File: src/rtl/rv32i_types.sv
`default_nettype none
// ============================================================================
// Module      : rv32i_types (package)
// Description : Shared types for the writeback path: the CDB broadcast record
//               and default physical-register / ROB index widths.
// Revision    : 1.0 - initial release
// ============================================================================
package rv32i_types;

  localparam int c_PHYS_REG_BITS = 6;
  localparam int c_ROB_IDX_BITS  = 5;

  typedef struct packed {
    logic                       valid;
    logic [c_PHYS_REG_BITS-1:0] pd;
    logic [c_ROB_IDX_BITS-1:0]  rob;
    logic [31:0]                data;
  } cdb_t;

endpackage
`default_nettype wire

File: src/rtl/rr_arbiter.sv
`default_nettype none
// ============================================================================
// Module      : rr_arbiter
// Description : Combinational round-robin picker. It searches from ptr upward
//               (mod NUM_REQ) and returns a one-hot grant for the first request.
// Revision    : 1.0 - initial release
// ============================================================================
module rr_arbiter #(
  parameter int NUM_REQ  = 4,
  parameter int PTR_BITS = $clog2(NUM_REQ)
) (
  input  logic [NUM_REQ-1:0]  req,
  input  logic [PTR_BITS-1:0] ptr,
  output logic [NUM_REQ-1:0]  grant
);

  localparam int c_SUM_BITS = PTR_BITS + 1;

  logic [c_SUM_BITS-1:0] w_sum;
  logic                  w_found;

  // ptr + i stays below 2*NUM_REQ, so a single conditional subtract wraps it
  always_comb begin
    grant   = '0;
    w_found = 1'b0;
    w_sum   = '0;
    for (int i = 0; i < NUM_REQ; i++) begin
      w_sum = {1'b0, ptr} + c_SUM_BITS'(i);
      if (w_sum >= c_SUM_BITS'(NUM_REQ)) begin
        w_sum = w_sum - c_SUM_BITS'(NUM_REQ);
      end
      if (!w_found && req[w_sum[PTR_BITS-1:0]]) begin
        grant[w_sum[PTR_BITS-1:0]] = 1'b1;
        w_found                    = 1'b1;
      end
    end
  end

endmodule
`default_nettype wire

File: src/rtl/cdb_arbiter.sv
`default_nettype none
// ============================================================================
// Module      : cdb_arbiter
// Description : Round-robin arbitration of functional-unit writebacks onto a
//               single registered common data bus and regfile write port.
// Revision    : 1.0 - initial release
// ============================================================================
module cdb_arbiter
  import rv32i_types::*;
#(
  parameter int NUM_REQ       = 4,
  parameter int PHYS_REG_BITS = c_PHYS_REG_BITS,
  parameter int ROB_IDX_BITS  = c_ROB_IDX_BITS
) (
  input  logic                             clk,
  input  logic                             rst,
  input  logic                             flush,
  input  logic [NUM_REQ-1:0]               req_valid,
  output logic [NUM_REQ-1:0]               req_ready,
  input  logic [NUM_REQ*PHYS_REG_BITS-1:0] req_pd,
  input  logic [NUM_REQ*ROB_IDX_BITS-1:0]  req_rob,
  input  logic [NUM_REQ*32-1:0]            req_data,
  output logic                             cdb_valid,
  output logic [PHYS_REG_BITS-1:0]         cdb_pd,
  output logic [ROB_IDX_BITS-1:0]          cdb_rob,
  output logic [31:0]                      cdb_data,
  output logic                             regf_we,
  output logic [PHYS_REG_BITS-1:0]         regf_rd_s,
  output logic [31:0]                      regf_rd_v
);

  localparam int c_PTR_BITS = $clog2(NUM_REQ);

  cdb_t                     r_out;
  logic [c_PTR_BITS-1:0]    r_ptr;
  logic [NUM_REQ-1:0]       w_req;
  logic [NUM_REQ-1:0]       w_grant;
  logic [c_PTR_BITS-1:0]    w_gnt_idx;
  logic [c_PTR_BITS-1:0]    w_ptr_next;
  logic [PHYS_REG_BITS-1:0] w_pd;
  logic [ROB_IDX_BITS-1:0]  w_rob;
  logic [31:0]              w_data;

  // Masking the requests (not the grant) keeps ready low during flush and reset
  assign w_req = req_valid & {NUM_REQ{~flush & ~rst}};

  rr_arbiter #(
    .NUM_REQ  (NUM_REQ),
    .PTR_BITS (c_PTR_BITS)
  ) u_rr_arbiter (
    .req   (w_req),
    .ptr   (r_ptr),
    .grant (w_grant)
  );

  assign req_ready = w_grant;

  always_comb begin
    w_gnt_idx = '0;
    w_pd      = '0;
    w_rob     = '0;
    w_data    = '0;
    for (int i = 0; i < NUM_REQ; i++) begin
      if (w_grant[i]) begin
        w_gnt_idx = c_PTR_BITS'(i);
        w_pd      = req_pd[i*PHYS_REG_BITS +: PHYS_REG_BITS];
        w_rob     = req_rob[i*ROB_IDX_BITS +: ROB_IDX_BITS];
        w_data    = req_data[i*32 +: 32];
      end
    end
  end

  assign w_ptr_next = (w_gnt_idx == c_PTR_BITS'(NUM_REQ - 1)) ? '0 : w_gnt_idx + 1'b1;

  // Payload only loads on a grant so the bus holds its last value when idle
  always_ff @(posedge clk or posedge rst) begin
    if (rst) begin
      r_out <= '0;
      r_ptr <= '0;
    end else begin
      r_out.valid <= |w_grant;
      if (|w_grant) begin
        r_out.pd   <= w_pd;
        r_out.rob  <= w_rob;
        r_out.data <= w_data;
        r_ptr      <= w_ptr_next;
      end
    end
  end

  assign cdb_valid = r_out.valid;
  assign cdb_pd    = r_out.pd;
  assign cdb_rob   = r_out.rob;
  assign cdb_data  = r_out.data;

  // Physical register 0 is hard-wired, so broadcasts to it never write
  assign regf_we   = r_out.valid && (r_out.pd != '0);
  assign regf_rd_s = r_out.pd;
  assign regf_rd_v = r_out.data;

endmodule
`default_nettype wire

File: config.mk
export PLATFORM = sky130hd
export DESIGN_NAME = cdb_arbiter
export DESIGN_NICKNAME = d
export VERILOG_FILES = /design/src/rtl/rv32i_types.sv /design/src/rtl/rr_arbiter.sv /design/src/rtl/cdb_arbiter.sv
export SDC_FILE = /design/constraint.sdc
export NUM_CORES = 1
export LEC_CHECK = 0
export CORE_ASPECT_RATIO = 1.5
export CORE_MARGIN = 8
export CORE_UTILIZATION = 36
export CTS_CLUSTER_DIAMETER = 200
export CTS_CLUSTER_SIZE = 16
export DETAILED_ROUTE_END_ITERATION = 10
export PLACE_DENSITY = 0.83
export SYNTH_ARGS = -nofsm -noshare
export SYNTH_HDL_FRONTEND = slang
export SYNTH_HIERARCHICAL = 1
export SYNTH_SLANG_ARGS = --single-unit
File: constraint.sdc
create_clock -name clk -period 3.75 [get_ports clk]
set_clock_uncertainty 0.15 [all_clocks]
set_input_delay 0.75 -clock clk [delete_from_list [all_inputs] [get_ports clk]]
set_output_delay 0.75 -clock clk [all_outputs]
set_load 0.02 [all_outputs]
======== Yosys cells after proc, flatten, opt, wreduce, memory -nomap -nowiden ========
Cells that the tools add are included.
cells by class
  add/subtract/negate cells ............... 8
  $lt $le $gt $ge ......................... 12
  equal/unequal tests ..................... 1
  multiplexer cells ....................... 43
  bitwise logic cells ..................... 7
  reductions and logical operators ........ 13
operator list
  cell                                                         count
  two-way mux 32 bit                                           4
  two-way mux 6 bit                                            4
  two-way mux 5 bit                                            4
  two-way mux 4 bit                                            4
  two-way mux 2 bit                                            7
  less-than comparator 2 x 3 -> 1 bit (second input constant)  4
  two-way mux 1 bit                                            12
  bitwise OR 4 bit                                             3
  >= comparator 3 bit (second input constant)                  3
  binary-select mux 1 bit (select 2 bit)                       4
  demux 1 bit (select 2 bit)                                   4
  >= comparator 2 x 1 -> 1 bit (second input constant)         4
  logical AND 1 bit                                            8
  subtractor 2 x 1 -> 2 bit (second input constant)            4
  adder 2 x 2 -> 3 bit (second input constant)                 2
  nonzero test 6 bit                                           1
  AND 4 bit                                                    1
  OR reduction 4 bit                                           1
  adder 2 x 1 -> 3 bit (second input constant)                 1
  >= comparator 2 x 3 -> 1 bit (second input constant)         1
  zero test 1 bit                                              3
  adder 2 x 1 -> 2 bit (second input constant)                 1
  == test 2 bit (second input constant)                        1
  inverter 1 bit                                               2
  AND 1 bit                                                    1
word-level totals
  register bits ........................... 46

======== Logic depth before layout (Yosys ltp) ========
Gate-level depths: netlist of run 1.
  depth in word-level cells ............... 20
  mapped depth ............................ 12
  mapped depth without buffers ............ 9

======== Cells and area by module ========
The synthesis of run 1 kept the hierarchy.
modules (own cells, without submodules)
  module       instances  cells each  area an instance (um^2)  sequential area each (um^2)
  cdb_arbiter  1          392         3433.3                   1151.1
  rr_arbiter   1          30          302.8                    0.0

======== Least setup slack after synthesis of run 1 ========
No wires, ideal clock.
  kind .................................... in2reg
  start point ............................. in flush
  end point ............................... reg r_out (netlist bit cdb_data[28])
  setup time .............................. 0.126 ns
  arrival ................................. 3.137 ns
  data required time ...................... 3.474 ns
  path slack .............................. 0.337 ns
  cell stages on the path ................. 10
  path through ............................ nor2_1 and2_1 mux4_2 nor4b_4 a221o_1 clkbuf_8 clkbuf_1 and3b_1 a211oi_1 o21ai_1
between the ends
  elaborated cells on any way between the ends .. 32
  classes of those cells .................. mux: 19; bitwise: 6; reduce/logical: 7
RTL lines
  item                                     line               RTL
  start, declared                          cdb_arbiter.sv:17  input logic flush,
  inverter 1 bit (*)                       cdb_arbiter.sv:45  assign w_req = req_valid & {NUM_REQ{~flush & ~rst}};
  AND 1 bit (*)                            cdb_arbiter.sv:45
  AND 4 bit (*)                            cdb_arbiter.sv:45
  net w_req[3]                             cdb_arbiter.sv:36  logic [NUM_REQ-1:0] w_req;
  binary-select mux 1 bit (select 2 bit)   rr_arbiter.sv:32   if (!w_found && req[w_sum[PTR_BITS-1:0]]) begin
  two-way mux 1 bit (not written as such)  rr_arbiter.sv:32
  two-way mux 1 bit                        rr_arbiter.sv:32
  zero test 1 bit                          rr_arbiter.sv:32
  [2 not listed]                           --
  zero test 1 bit                          rr_arbiter.sv:32
  logical AND 1 bit                        rr_arbiter.sv:32
  two-way mux 1 bit                        rr_arbiter.sv:32
  zero test 1 bit                          rr_arbiter.sv:32
  logical AND 1 bit                        rr_arbiter.sv:32
  two-way mux 4 bit (*)                    rr_arbiter.sv:32
  net req_ready[2]                         cdb_arbiter.sv:19  output logic [NUM_REQ-1:0] req_ready,
  two-way mux 32 bit (2 in a row)          cdb_arbiter.sv:64  if (w_grant[i]) begin
  end, declared                            cdb_arbiter.sv:34  cdb_t r_out;
Mark *: on every way through the listed nets, which the timed path passes. The rest lies on a longest branch. The select of a mux whose other input is x is not followed.
A chain may end at the register's enable or synchronous reset.

======== Worst setup path after layout of run 1 ========
  start point ............................. in flush
  end point ............................... out req_ready[3]
between the ends
  cells in the longest elaborated chain, start to end .. 15
  elaborated cells on any way between the ends .. 27
  classes of those cells .................. mux: 15; bitwise: 6; reduce/logical: 6
RTL lines
  item                                     line
  inverter 1 bit (*)                       cdb_arbiter.sv:45
  AND 1 bit (*)                            cdb_arbiter.sv:45
  AND 4 bit (*)                            cdb_arbiter.sv:45
  net w_req[3]                             cdb_arbiter.sv:36
  binary-select mux 1 bit (select 2 bit)   rr_arbiter.sv:32
  two-way mux 1 bit (not written as such)  rr_arbiter.sv:32
  two-way mux 1 bit                        rr_arbiter.sv:32
  zero test 1 bit                          rr_arbiter.sv:32
  logical AND 1 bit                        rr_arbiter.sv:32
  two-way mux 1 bit                        rr_arbiter.sv:32
  zero test 1 bit                          rr_arbiter.sv:32
  logical AND 1 bit                        rr_arbiter.sv:32
  two-way mux 1 bit                        rr_arbiter.sv:32
  zero test 1 bit                          rr_arbiter.sv:32
  logical AND 1 bit                        rr_arbiter.sv:32
  two-way mux 4 bit (*)                    rr_arbiter.sv:32
  end, declared                            cdb_arbiter.sv:19
Marked as above.

==> metrics, run 1 <==
Hold Fails Final Rpt=0; Area contributors post-synth=dfrtp_1 31%, and3b_1 8.7%, a211oi_1 8.6%; first-pass GRT wire length=22,900 µm; crit path kind=in -> out; Netlist cell types=32; Gate Count Post-Synth=422; CTS tree=yes; Max stage delay cell, worst path=mux4_2; initial core utilization=0.369; netlist area before placement=3740 µm²; Max stage delay on crit path=0.53 ns; Synth-to-Final Area Change=71.6%; Die Y=141 µm; Hold Buf Count CTS=0; syn_nets=607; Post-Synth XOR/XNOR Area=0; Slew HR=0.330; vias per cell=5.33; NetSw=2.60 mW; largest net degree at the start of global routing=49; hpwl dp=11,900 µm; clock root cell=clkbuf_16; Syn Area/Cell=8.85 µm²; Post-DRT Antenna Nets=0; Post-synth EDFFs=0; worst r2r path cells=12; worst-path fanout max=8; r2r endpoint=cdb_data[18]; hold depth=2; max-cap violation count=0; Max Buffers Root-to-Sink=2; Yosys Warn Count=6; TritonCTS buffer count=5; WL/cell=19.6 µm; Post-synth top cells=51 x nand2_1, 46 x dfrtp_1, 43 x a211oi_1; DRT Pass-1 Iters=4; fin crit share=0.978; layout cells sized above 1=0.0809; Primary FF master, synth=dfrtp_1; cell internal pwr=3.13 mW; cell taking the most area after synthesis=dfrtp_1; H-tree depth=2; Synth Area in Adders=0.0201; # nets final=828; # IOs=266; VDD IR max=489 µV; Hold WC Path Type=reg -> reg; Core Rows=45; top-count cell post-synth=nand2_1; Seq/Total Area, Yosys=0.308; Hold Path End=cdb_rob[2]; n_diodes=0; Worst Setup SP=flush; input/output buffers=265; Crit. End Element=output pin; R2R Setup Slk=0.71 ns; Core Area=10,100 µm²; WP data arrival=2.77 ns; top-area cell type share of the netlist area=0.308; Clk pwr share=0.073; f_max=273 MHz; Worst Slack Setup Final=0.0810 ns; Vias=4,048; # setup viols final=0; Power Density=894 nW/µm²; Die Wd=99.2 µm; Clock Pin Slew Worst Setup and Hold Paths=0.06 ns; Gate power share=0.747; Finished Cell Area=6410 µm²; post-route setup TNS=0 ns; status=finished clean; Slew @ Worst Pin=1.00 ns; static leakage=3.00 nW; largest family of logic cells by synthesized area=simple AND/OR/NAND/NOR gates; fraction of the mapped netlist area in simple logic gates=0.260; GRT Residual Overflow=0; minimum clock period=3.67 ns; CP Cell Sequence=clkdlybuf4s50_1 -> nor2_2 -> and2_4 -> mux4_2 -> buf_6 -> nand2_1 -> o21ai_1 -> a221o_2 -> buf_4; worst-skew pair later-pin latency=0.28 ns; Worst EP required=2.85 ns; Sink Count=46; post-synthesis compound-gate area fraction=0.254; Power, Total=5.73 mW; Setup WS pre-CTS=-0.418 ns; Seq pwr share=0.180; FF+latch count, synth=46; final WL=14,900 µm; residual DRC count=0; Sw Share=0.453; initial antenna violation count=0; DR iter-0 viols=104; hold path start=cdb_rob[2]; GRT Total Usage=0.205; async set or reset register ratio after synthesis=1.00; Placer Congestion=0.824; die area=14,000 µm²; mux cell area share after synthesis=0.0251; vias in the first global route=4,281; Critical R2R Launch=r_ptr[0]; placed cell area=6230 µm²; Final Max Tran Viols=0; Worst setup SP type=input port
power groups by stage:
stage	Sequential (mW)	Combinational (mW)	Clock (mW)
floorplan	1.29	2.58	0
global placement	1.03	4.17	0
detailed placement	1.04	4.27	0
CTS	1.04	4.30	0.433
global route	1.07	4.63	0.453
finish	1.03	4.28	0.417
cell usage in the layout (no fill, tap or decap), drive strengths merged:
cell,instances
inv,5
buf,24
a21oi,2
dfrtp,46
o21bai,1
and3b,43
mux4,4
and2b,1
nor4,1
or4,1
nor2,2
nor4b,1
ha,6
dlymetal6s2s,1
o21ai,47
nor3b,2
clkbuf,7
nor2b,42
nand2,51
a21o,43
nand2b,1
a221o,4
a211oi,43
and2,4
clkdlybuf4s50,260
o31a,1
registers in the layout (all words and copies together) (netlist names):
signal     count
r_ptr          2
cdb_data      32
cdb_pd         6
cdb_valid      1
cdb_rob        5
metal layers:
metal | global-route usage | wire length, µm | vias up
li1 | - | - | 1896
met1 | 0.212 | 5320 | 1921
met2 | 0.380 | 7970 | 202
met3 | 0.0626 | 1230 | 29
met4 | 0.0705 | 360 | 0
met5 | 0 | 0 | -
layout make-up:
cell class	count	area, µm²
Tap cell	117	146
Multi-Input combinational cell	300	2100
Timing Repair Buffer	285	2860
Fill cell	850	3720
Sequential cell	46	1150
Inverter	5	18.8
Clock buffer	7	133
stage by stage:
stage | hold WS, ns | std cells | utilization
final | 0.345 | 760 | 0.633
after global routing | 0.374 | 760 | 0.633
after CTS | 0.346 | 760 | 0.629
after detailed placement | 0.332 | 751 | 0.615
after global placement | 0.319 | 751 | 0.615
after floorplan | 0.436 | 422 | -
worst max path at each step:
stage / to / slack (ns)
2_1_floorplan: cdb_data[28] / 0.34
4_1_cts: req_ready[3] / 0.003
3_5_place_dp: req_ready[0] / -0.42
6_report: req_ready[3] / 0.08
5_1_grt: cdb_data[11] / -0.007
3_3_place_gp: req_ready[0] / -0.36
critical path: cells and delay by family:
kind	cells	cell delay [ns]
buffers and inverters	3	0.81
AOI/OAI and AO/OA	2	0.39
and+or+nand+nor	3	0.30
muxes	1	0.53
what timing repair did:
| item | in CTS | in global routing |
|---|---|---|
| pin swaps | 2 | 0 |
| setup buffers | 2 | 0 |
| resized for setup | 20 | 14 |
| setup endpoints to repair | 40 | 47 |
logic make-up (layout without fill, tap and decap cells):
logic type / count (synthesis) / in the layout
buf+inv: 76 / 297
simple gates: 149 / 149
flops: 46 / 46
compound gates: 141 / 141
mux: 4 / 4
fa+ha+maj: 6 / 6
(Power assumes the default switching activity.)
==> run 2: changes to the inputs <==
- PLACE_DENSITY: 0.83 -> 0.88
==> metrics, run 2 (synthesis results as in run 1) <==
status=finished clean; Synth-to-Final Area Change=77.3%; max FFs per register=32 (unchanged); Slew HR=0.336 (+0.00582); DR iter-0 viols=178 (+71%); WP data arrival=2.69 ns (-0.08 ns); Worst Slack Setup Final=0.164 ns (+0.0832 ns); Vias=4,141 (+2.3%); VDD IR max=764 µV (+56%); largest net degree at the start of global routing=48 (-2.0%); minimum clock period=3.59 ns (-0.0832 ns); max-cap violation count=0 (unchanged); residual DRC count=0 (unchanged); # nets final=833 (+0.60%); Die Wd=99.2 µm (unchanged); most common cell after layout, fill and taps aside=clkdlybuf4s50_1; DRT Pass-1 Iters=4 (unchanged); first-pass GRT wire length=24,500 µm (+6.9%); Hold WC Path Type=reg -> reg; H-tree depth=2 (unchanged); Slew @ Worst Pin=0.994 ns (-0.00871 ns); CP top delay family=buffers and inverters; fin crit share=0.956 (-0.0222); Finished Cell Area=6620 µm² (+3.3%); Core Area=10,100 µm² (unchanged); Max stage delay cell, worst path=mux4_2; Final Max Tran Viols=0 (unchanged); Post-DRT Antenna Nets=0 (unchanged); # setup viols final=0 (unchanged); Die Y=141 µm (unchanged); Max stage delay on crit path=0.54 ns (about the same); Hold Fails Final Rpt=0 (unchanged); clock root cell=clkbuf_16; GRT Total Usage=0.222 (+0.0163); initial core utilization=0.369 (unchanged); final WL=16,200 µm (+8.7%); CTS tree=yes; crit path kind=in -> out; commonest non-fill, non-tap cells in the layout=259 x clkdlybuf4s50_1, 50 x nand2_1, 46 x dfrtp_1, 43 x a211oi_1; worst-skew pair later-pin latency=0.29 ns (about the same); Placer Congestion=0.933 (+13%); worst-path fanout max=8 (unchanged); initial antenna violation count=0 (unchanged); TritonCTS buffer count=5 (unchanged); Sink Count=46 (unchanged); GRT Residual Overflow=0 (unchanged); Crit path top cell by count=buf_6; Setup WS pre-CTS=-0.431 ns (-0.0131 ns); n_diodes=0 (unchanged); static leakage=3.11 nW (+3.5%); # IOs=266 (unchanged); worst hold slack=0.345 ns (-0.0000750 ns); hpwl dp=12,100 µm (+1.6%); layout cells sized above 1=0.0955 (+0.0147); CP Cell Sequence=clkdlybuf4s50_1 -> and2_4 -> mux4_2 -> buf_6 -> nand2_1 -> o21ai_1 -> a221o_1 -> buf_6; CP bufs+invs=3 (unchanged); placed cell area=6240 µm² (+0.20%); RSZ-0062 raised after global routing=false; Clock Pin Slew Worst Setup and Hold Paths=0.07 ns (about the same); Crit. End Element=output pin; vias in the first global route=4,438 (+3.7%); f_max=279 MHz (+2.3%); Worst setup SP type=input port; die area=14,000 µm² (unchanged); Power Density=929 nW/µm² (+4.0%); Core Rows=45 (unchanged); Worst EP required=2.85 ns (about the same); input/output buffers=265 (unchanged); Max Buffers Root-to-Sink=2 (unchanged); WL/cell=21.1 µm (+7.9%); vias per cell=5.41 (+1.5%)
-- run 2: cell count changes in the layout (fill, tap and decap cells not counted), moves of 2 or more --
cell / previous run / this run
clkbuf_16: 5 / 7
o21ai_1: 30 / 39
o21ai_0: 17 / 7
clkbuf_1: 2 / 0
bufbuf_16: 0 / 2
-- run 2: timing repair --
action / CTS / global route
setup buffers: 2 / 0
pin swaps: 2 / 7
gates cloned: 3 / 2
gates resized for setup: 31 / 20
endpoints found under the setup margin: 46 / 47
hold buffers: 0 / 0
-- run 2: worst paths after layout --
kind | slack [ns] | from | end | cells after the start
max | 0.16 | req_valid[1] | req_ready[1] | 8
min | 0.35 | cdb_rob[2] | cdb_rob[2] | 2
max reg2reg | 0.60 | r_ptr[1] | cdb_pd[2] | 11
min reg2reg | 0.35 | cdb_rob[2] | cdb_rob[2] | 2
max in group asynchronous | 2.09 | rst | cdb_data[3] | 3
min in group asynchronous | 0.74 | rst | cdb_data[23] | 3
-- run 2: metrics by stage --
step                      power [mW]  utilization  instances  setup TNS, ns
final                           6.15        0.653        766              0
after global routing            6.54        0.653        766              0
after CTS                       6.09        0.644        764       -0.00129
after detailed placement        5.38        0.616        751         -16.92
after global placement          5.24        0.616        751         -11.34
after floorplan                 3.87            -        422              0
-- run 2: area by class of cell --
type / count / area [µm²]
Clock buffer: 5 / 125
Clock inverter: 3 / 43.8
Fill cell: 821 / 3510
Inverter: 5 / 18.8
Multi-Input combinational cell: 300 / 2110
Sequential cell: 46 / 1150
Tap cell: 117 / 146
Timing Repair Buffer: 290 / 3020
-- run 2: report_power, final --
| part | internal, mW | total, mW | switching [mW] | leakage (nW) |
|---|---|---|---|---|
| Sequential | 0.801 | 1.04 | 0.242 | 0.554 |
| Clock | 0.316 | 0.514 | 0.198 | 0.0842 |
| Combinational | 2.28 | 4.60 | 2.32 | 2.47 |
| Total | 3.40 | 6.15 | 2.76 | 3.11 |
-- run 2: worst reg2reg max path, stage by stage (launching register included) --
cell       delay (ns)
dfrtp_1          0.36
inv_1            0.09
ha_1             0.33
mux4_2           0.37
nor4b_4          0.35
a221o_1          0.29
buf_12           0.25
nor3b_4          0.09
buf_6            0.16
clkbuf_16        0.17
a211oi_1         0.30
o21ai_1          0.12
-- run 2: layer usage --
layer / track usage / wire, µm / up-vias
met2: 0.403 / 8530 / 220
met5: 0 / 0 / -
li1: - / - / 1910
met4: 0.0977 / 623 / 0
met1: 0.239 / 5920 / 1971
met3: 0.0478 / 1110 / 40
